<file path="config.mk">
export PLATFORM = sky130hd
export DESIGN_NAME = unified_mem_arbiter
export DESIGN_NICKNAME = d
export VERILOG_FILES = /design/src/rtl/unified_mem_arbiter_pkg.sv /design/src/rtl/mem_arb_starve_ctr.sv /design/src/rtl/unified_mem_arbiter.sv
export SDC_FILE = /design/constraint.sdc
export NUM_CORES = 1
export LEC_CHECK = 0
export BUFFER_PORTS_ARGS = -buffer_cell sky130_fd_sc_hd__buf_2
export CAP_MARGIN = 20
export CORE_AREA = 5 5 94 96
export CTS_CLUSTER_DIAMETER = 50
export DETAILED_ROUTE_END_ITERATION = 8
export DIE_AREA = 0 0 99 101
export MAX_ROUTING_LAYER = met4
export PLACE_DENSITY = 0.58
export SLEW_MARGIN = 10
export SYNTH_ARGS = -nofsm -noshare
export SYNTH_HDL_FRONTEND = slang
export SYNTH_SLANG_ARGS = --single-unit
</file>
<file path="constraint.sdc">
create_clock -name CLK -period 3.3 [get_ports CLK]
set_input_delay 0.66 -clock CLK [delete_from_list [all_inputs] [get_ports CLK]]
set_output_delay 0.66 -clock CLK [all_outputs]
set_load 0.1 [all_outputs]
</file>
<file path="src/rtl/unified_mem_arbiter_pkg.sv">
// Shared types for the unified I/D memory arbiter.
// Response owner encoding and starvation counter sizing.
package unified_mem_arbiter_pkg;

  typedef enum logic [1:0] {
    OWN_NONE = 2'd0,
    OWN_I    = 2'd1,
    OWN_D    = 2'd2
  } owner_e;

  localparam int STARVE_MAX_DEF = 4;
  localparam int CNT_W          = 4;

endpackage

</file>
<file path="src/rtl/mem_arb_starve_ctr.sv">
// Saturating count of consecutive data wins over a waiting fetch.
// Clear dominates increment; at_max_o forces the next fetch grant.
module mem_arb_starve_ctr
  import unified_mem_arbiter_pkg::*;
#(
  parameter int MAX = STARVE_MAX_DEF
) (
  input  logic clk_i,
  input  logic rst_i,
  input  logic clr_i,
  input  logic inc_i,
  output logic at_max_o
);

  localparam logic [CNT_W-1:0] MAX_C = CNT_W'(MAX);

  logic [CNT_W-1:0] cnt_q, cnt_d;

  always_comb begin
    cnt_d = cnt_q;
    if (clr_i) begin
      cnt_d = '0;
    end else if (inc_i && (cnt_q != MAX_C)) begin
      cnt_d = cnt_q + 1'b1;
    end
  end

  always_ff @(posedge clk_i) begin
    if (rst_i) begin
      cnt_q <= '0;
    end else begin
      cnt_q <= cnt_d;
    end
  end

  assign at_max_o = (cnt_q == MAX_C);

endmodule

</file>
<file path="src/rtl/unified_mem_arbiter.sv">
// Fetch/data arbiter in front of one single-port SRAM.
// Data wins ties unless the fetch side has starved too long.
module unified_mem_arbiter
  import unified_mem_arbiter_pkg::*;
#(
  parameter int AWIDTH     = 12,
  parameter int DWIDTH     = 32,
  parameter int STARVE_MAX = STARVE_MAX_DEF
) (
  input  logic              CLK,
  input  logic              RST,
  input  logic              I_REQ,
  input  logic [31:0]       I_ADDR,
  output logic              I_GNT,
  output logic              I_RVALID,
  output logic [DWIDTH-1:0] I_RDATA,
  input  logic              D_REQ,
  input  logic              D_WE,
  input  logic [3:0]        D_BE,
  input  logic [31:0]       D_ADDR,
  input  logic [DWIDTH-1:0] D_WDATA,
  output logic              D_GNT,
  output logic              D_RVALID,
  output logic [DWIDTH-1:0] D_RDATA,
  output logic              M_CSN,
  output logic              M_WEN,
  output logic [3:0]        M_BE,
  output logic [AWIDTH-1:0] M_ADDR,
  output logic [DWIDTH-1:0] M_DI,
  input  logic [DWIDTH-1:0] M_DOUT
);

  owner_e owner_q, owner_d;
  logic   at_max;
  logic   i_win, d_win;

  assign i_win = I_REQ && (!D_REQ || at_max);
  assign d_win = D_REQ && !i_win;

  always_comb begin
    I_GNT   = 1'b0;
    D_GNT   = 1'b0;
    M_CSN   = 1'b1;
    M_WEN   = 1'b1;
    M_BE    = 4'b0000;
    M_ADDR  = '0;
    M_DI    = '0;
    owner_d = OWN_NONE;
    if (!RST) begin
      unique case (1'b1)
        i_win: begin
          I_GNT   = 1'b1;
          M_CSN   = 1'b0;
          M_ADDR  = I_ADDR[AWIDTH+1:2];
          owner_d = OWN_I;
        end
        d_win: begin
          D_GNT  = 1'b1;
          M_CSN  = 1'b0;
          M_WEN  = ~D_WE;
          M_ADDR = D_ADDR[AWIDTH+1:2];
          if (D_WE) begin
            M_BE = D_BE;
            M_DI = D_WDATA;
          end else begin
            owner_d = OWN_D;
          end
        end
        default: ;
      endcase
    end
  end

  // A waiting fetch accrues a strike only when data takes the slot.
  mem_arb_starve_ctr #(
    .MAX (STARVE_MAX)
  ) u_starve (
    .clk_i    (CLK),
    .rst_i    (RST),
    .clr_i    (I_GNT || !I_REQ),
    .inc_i    (D_GNT && I_REQ),
    .at_max_o (at_max)
  );

  always_ff @(posedge CLK) begin
    if (RST) begin
      owner_q <= OWN_NONE;
    end else begin
      owner_q <= owner_d;
    end
  end

  // Reset also hides a response already owed from the prior cycle.
  assign I_RVALID = !RST && (owner_q == OWN_I);
  assign D_RVALID = !RST && (owner_q == OWN_D);
  assign I_RDATA  = I_RVALID ? M_DOUT : '0;
  assign D_RDATA  = D_RVALID ? M_DOUT : '0;

  logic unused_addr_bits;
  assign unused_addr_bits = ^{I_ADDR[31:AWIDTH+2], I_ADDR[1:0],
                              D_ADDR[31:AWIDTH+2], D_ADDR[1:0]};

endmodule

</file>
==> results of run 1 <==
==> layout make-up <==
class	instances	share of cell area
timing repair buffer	219	0.594
multi-input combinational	134	0.305
tap	105	0.0427
sequential	6	0.0390
clock buffer	3	0.0134
inverter	5	0.00610
==> stage by stage <==
stage	hold slack [ns]	cells	worst slack [ns]	total power, mW	cell area (um^2)
4_1_cts	0.468	472	0.645	0.675	3080
6_report	0.461	472	0.686	0.669	3080
5_1_grt	0.503	472	0.606	0.696	3080
2_1_floorplan	0.430	156	0.195	0.389	1140
3_5_place_dp	0.459	469	0.652	0.565	3040
3_3_place_gp	0.443	469	0.671	0.561	3040
==> layer usage <==
layer / GRT usage / share of wire / vias up
met5: - / 0 / -
li1: - / - / 916
met2: 0.186 / 0.51 / 105
met4: 0.0189 / 0.0061 / 0
met3: 0.0235 / 0.10 / 6
met1: 0.126 / 0.38 / 790
==> where the power goes <==
part	internal [mW]	total, mW	switching [mW]
sequential	0.0746	0.0758	0.00113
combinational	0.153	0.485	0.332
clock	0.0782	0.108	0.0296
==> sequential cells by signal, summed over array words and instances, names as in the netlist <==
name,cells
u_starve.cnt_q,4
owner_q,2
==> cell families after synthesis <==
kind of cell | Yosys count | synth area share
buf+inv | 16 | 0.0771
compound gates | 17 | 0.137
simple gates | 113 | 0.643
flops | 6 | 0.106
xor+xnor | 2 | 0.0154
fa+ha+maj | 2 | 0.0220
==> layout by cell type, fill, tap and decap left out, drive strengths merged <==
master	netlist	routed
dfxtp	6	6
nand4b	1	1
nand3	1	1
ha	2	2
nor3b	2	2
a22o	12	12
o21bai	1	1
xor2	1	1
a31oi	1	1
nor2	4	4
nand2b	2	2
xnor2	1	1
buf	5	219
nand3b	1	1
clkbuf	6	3
inv	5	5
a21oi	2	2
nor2b	1	1
a311oi	1	1
and2	101	101
==> how the worst min path moves through the flow <==
stage / depth (start not counted) / start / end / slack, ns
2_1_floorplan: 1 / u_starve.cnt_q[0] / u_starve.cnt_q[0] / 0.43
4_1_cts: 1 / u_starve.cnt_q[0] / u_starve.cnt_q[0] / 0.47
3_3_place_gp: 1 / u_starve.cnt_q[0] / u_starve.cnt_q[0] / 0.44
3_5_place_dp: 1 / u_starve.cnt_q[0] / u_starve.cnt_q[0] / 0.46
6_report: 1 / u_starve.cnt_q[0] / u_starve.cnt_q[0] / 0.46
5_1_grt: 1 / u_starve.cnt_q[0] / u_starve.cnt_q[0] / 0.50
==> flow_metrics.py, run 1 <==
metrics = {
    "critical_path": {
        "cp.depth": 6,
        "reg2reg_to": "owner_q[1]",
        "startpoint": "RST",
        "crit_buf_inv": 3,
        "critical_path_class": "primary input to output port",
        "crit_required_ns": 2.64,
        "crit_end": "M_DI[16]",
        "start_kind": "primary input",
        "arrival_ns": 1.95,
        "crit_slowest_cell": "buf_4",
        "cp-end-kind": "output port",
        "path_delay_family": "buffers and inverters",
        "cp_max_fo": 37,
        "rrSetupSlack_ns": 2.06,
        "slowest_delay_ns": 0.32,
        "reg2regPathDepth": 5,
        "worstPathCellList": "buf_2, nand2b_4, a311oi_4, buf_4, and2_1, buf_12",
        "rr_startpoint": "u_starve.cnt_q[0]",
    },
    "die": {
        "ioPinCount": 255,
        "die-area_um2": 10000,
        "die_h_um": 101,
        "core_area_um2": 7970,
        "start_util": 0.143,
        "fp-row-count": 33,
        "dieWidth_um": 99,
    },
    "sta": {
        "slew_headroom": 0.672,
        "hold_viol": 0,
        "fin_crit_sh": 0.792,
        "slew_viol_final": 0,
        "final.min_clock_period_ns": 2.61,
        "fmaxAchievable_ghz": 0.383,
        "tightest_slew_ns": 0.496,
        "rsz0062_at_grt": "false",
        "finClkSkew_ns": 0.00378,
        "setup_tns_ns": 0,
        "setup_viol": 0,
    },
    "finish": {
        "utilization": 0.386,
        "regArea_um2": 120,
        "layout-drive-gt1-share": 0.649,
        "multi_input_area_um2": 938,
        "fillers": 801,
        "area_growth_pct": 171,
        "n_antenna_cell": 0,
        "layout.nets": 508,
    },
    "clock_tree": {
        "cts_htree_levels": 1,
        "worstSkewPairLatency_ns": 0.22,
        "cts_sinks": 6,
        "cts.repair.resized": 0,
        "cts.clk_slew.worst_paths_ns": 0.03,
        "cts_setup_buffers": 0,
        "clock_path_buffers": 2,
        "cts_buffers": 3,
        "root_buffer": "clkbuf_8",
        "tritoncts": "built",
        "hold_buffers": 0,
    },
    "synthesis": {
        "synth_edf_count": 0,
        "synth_warnings": 0,
        "avgSynthCellArea_um2": 7.28,
        "yosysTopAreaCell": "and2_1",
        "ys_async_sr_fraction": 0,
        "synth_ff_type": "dfxtp_1",
        "synth_nets": 295,
        "synth_most_common_cell": "and2_1",
        "ys_ff_latch": 6,
        "synth_area_leaders": "and2_1 50%, dfxtp_1 11%, a22o_1 9.3%",
        "synth_cells": 156,
        "ys_seq_area_frac": 0.106,
        "syn_area_um2": 1140,
        "post-synth-top-area-fraction": 0.496,
        "ys_top_cells_by_count": "90 x and2_1, 12 x a22o_1, 11 x and2_2, 6 x clkbuf_1, 6 x dfxtp_1",
        "ys_types": 24,
    },
    "status": {
        "status": "completed",
    },
    "placement": {
        "io_buffer_count": 214,
        "gp_congestion": 0.794,
        "dpl.hpwl_um": 5210,
    },
    "routing": {
        "drc": 0,
        "final_antenna_net_count": 0,
        "via_per_inst": 3.85,
        "via_count": 1817,
        "routedWlPerCell_um": 12.2,
        "drt_first_pass_iters": 4,
        "dr.first_iter.drc_count": 35,
        "wl_um": 5760,
    },
    "pwr": {
        "powerDensity_nw_per_um2": 217,
        "peakVddDrop_v": 0.000254,
        "p_leak_nw": 1.68,
    },
    "job": {
        "maxCapViolations": 0,
    },
    "global_route": {
        "grt_start_max_net_pins": 38,
        "grt_pass1_wl_um": 8780,
        "track_usage": 0.106,
        "grt-ovfl-total": 0,
        "grt_pass1_vias": 1812,
        "antenna_found_initial": 0,
    },
    "worst_hold_path": {
        "min_path_type": "flop to flop",
    },
}
(Power assumes the default switching activity.)
==> run 2: changes to the inputs <==
Settings changed: CORE_AREA 5 5 94 96 to 5 5 96 98, DIE_AREA 0 0 99 101 to 0 0 101 103, PLACE_DENSITY 0.58 to 0.56.
Clock period 3.3 ns to 2.5 ns, I/O delays scaled along.
==> run 2 against run 1 <==
Worst setup slack lost 0.49 ns. Routed wire length is 15% higher. Global-route usage up 1.2 points. Critical endpoint is now M_DI[14]. Non-clock buffer count unchanged.
==> flow_metrics.py, run 2 (synthesized netlist as in run 1, its figures left out) <==
metrics = {
    "status": {
        "status": "completed",
    },
    "critical_path": {
        "rrSetupSlack_ns": 1.22,
        "cp-end-kind": "output port",
        "cp_max_fo": 37,
        "reg2regPathDepth": 5,
        "arrival_ns": 1.80,
        "rr_startpoint": "u_starve.cnt_q[0]",
        "path_common_cell": "buf_12",
        "slowest_delay_ns": 0.36,
        "crit_slowest_cell": "dfxtp_1",
        "crit_required_ns": 2.00,
        "worstPathCellList": "inv_1, ha_1, a311oi_4, buf_12, and2_1, buf_12",
        "reg2reg_to": "owner_q[1]",
        "critical_path_class": "flop to output port",
        "start_kind": "flop",
    },
    "finish": {
        "layout_common_cells": "118 x buf_12, 98 x buf_2, 72 x and2_1",
        "fillers": 747,
        "design_area_um2": 4160,
        "layout-drive-gt1-share": 0.722,
        "reg_top3": "u_starve.cnt_q x4, owner_q x2",
        "area_growth_pct": 266,
        "top_register": "u_starve.cnt_q",
        "layout.nets": 508,
        "largest_reg_flops": 4,
        "final_common_cell": "buf_12",
        "n_antenna_cell": 0,
    },
    "clock_tree": {
        "cts.repair.resized": 0,
        "cts.clk_slew.worst_paths_ns": 0.03,
        "tritoncts": "built",
        "cts_sinks": 6,
        "worstSkewPairLatency_ns": 0.22,
        "cts_setup_buffers": 0,
        "cts_htree_levels": 1,
        "clock_path_buffers": 2,
        "hold_buffers": 0,
        "cts_buffers": 3,
        "root_buffer": "clkbuf_8",
    },
    "sta": {
        "finClkSkew_ns": 0.000654,
        "slew_headroom": 0.671,
        "fin_crit_sh": 0.921,
        "whs_ns": 0.459,
        "slew_viol_final": 0,
        "rsz0062_at_grt": "false",
        "fmaxAchievable_ghz": 0.434,
        "final.min_clock_period_ns": 2.30,
        "worst_slack_ns": 0.196,
        "setup_viol": 0,
        "tightest_slew_ns": 0.497,
        "hold_viol": 0,
    },
    "worst_hold_path": {
        "hold_depth": 1,
        "hold-path-endpoint": "u_starve.cnt_q[0]",
        "hold_start": "u_starve.cnt_q[0]",
        "min_path_type": "flop to flop",
    },
    "die": {
        "ioPinCount": 255,
        "start_util": 0.136,
        "fp-row-count": 34,
        "core_area_um2": 8380,
        "die-area_um2": 10400,
        "dieWidth_um": 101,
        "die_h_um": 103,
    },
    "routing": {
        "dr_wl_met3_um": 640,
        "drc": 0,
        "drt_first_pass_iters": 4,
        "wl_met1_um": 2180,
        "via_count": 1845,
        "routedWlPerCell_um": 14.0,
        "routed-wl-met2_um": 3760,
        "via_per_inst": 3.88,
        "dr.first_iter.drc_count": 31,
        "highest_layer": "met4",
        "wl_um": 6640,
        "final_antenna_net_count": 0,
    },
    "global_route": {
        "grt_start_max_net_pins": 38,
        "grt-ovfl-total": 0,
        "track_usage": 0.118,
        "grt_pass1_vias": 1928,
        "antenna_found_initial": 0,
        "grt_pass1_wl_um": 9600,
    },
    "placement": {
        "place_area_um2": 4120,
        "io_buffer_count": 214,
        "place_worst_setup_slack_ns": 0.287,
        "gp_congestion": 0.794,
        "dpl.hpwl_um": 6040,
    },
    "pwr": {
        "power_mw": 0.959,
        "peakVddDrop_v": 0.000351,
        "p_leak_nw": 1.89,
        "powerDensity_nw_per_um2": 230,
    },
    "job": {
        "maxCapViolations": 0,
    },
}
## run 2: cell count changes in the layout (fill, tap and decap cells not counted)
cell	previous run	this run
and2_1	90	72
buf_4	5	3
a22o_2	0	9
a22o_1	12	3
and2_2	11	29
buf_12	48	118
buf_2	166	98
## run 2: how the worst max path moves through the flow
stage | start | cells past startpoint | endpoint | slack (ns)
global placement | RST | 6 | M_DI[14] | 0.30
CTS | u_starve.cnt_q[0] | 6 | M_DI[14] | 0.17
finish | u_starve.cnt_q[0] | 6 | M_DI[14] | 0.20
global route | u_starve.cnt_q[0] | 7 | M_ADDR[1] | 0.07
detailed placement | RST | 6 | M_DI[14] | 0.29
floorplan | u_starve.cnt_q[0] | 6 | M_ADDR[10] | -0.07
## run 2: critical path: cells and delay by family (launching register included)
| kind | cells | cell delay [ns] |
|---|---|---|
| AO/OA/AOI/OAI | 1 | 0.31 |
| flip-flops | 1 | 0.36 |
| AND/OR/NAND/NOR | 1 | 0.20 |
| adder cells (fa/ha/maj) | 1 | 0.25 |
| buffers and inverters | 3 | 0.46 |
## run 2: area by class of cell
type / count / area, um^2 / area share
multi-input combinational: 134 / 972 / 0.234
timing repair buffer: 219 / 2880 / 0.691
tap: 108 / 135 / 0.0325
clock buffer: 3 / 41.3 / 0.00992
sequential: 6 / 120 / 0.0289
inverter: 5 / 18.8 / 0.00451
## run 2: metal layers
| metal | up-vias | track usage |
|---|---|---|
| met5 | - | - |
| met4 | 0 | 0.0174 |
| met3 | 6 | 0.0210 |
| met2 | 104 | 0.237 |
| met1 | 820 | 0.121 |
| li1 | 915 | - |
## run 2: power breakdown
group	internal (mW)	switching, mW	total (mW)	leakage, nW
Combinational	0.265	0.453	0.718	1.81
Sequential	0.0985	0.00150	0.100	0.0488
Clock	0.103	0.0383	0.141	0.0216
## run 2: per-stage QoR
stage                     cells   util  TNS [ns]
after floorplan             156      -    -0.620
after global placement      472  0.492         0
after detailed placement    472  0.492         0
after CTS                   475  0.497         0
after global routing        475  0.497         0
final                       475  0.497         0
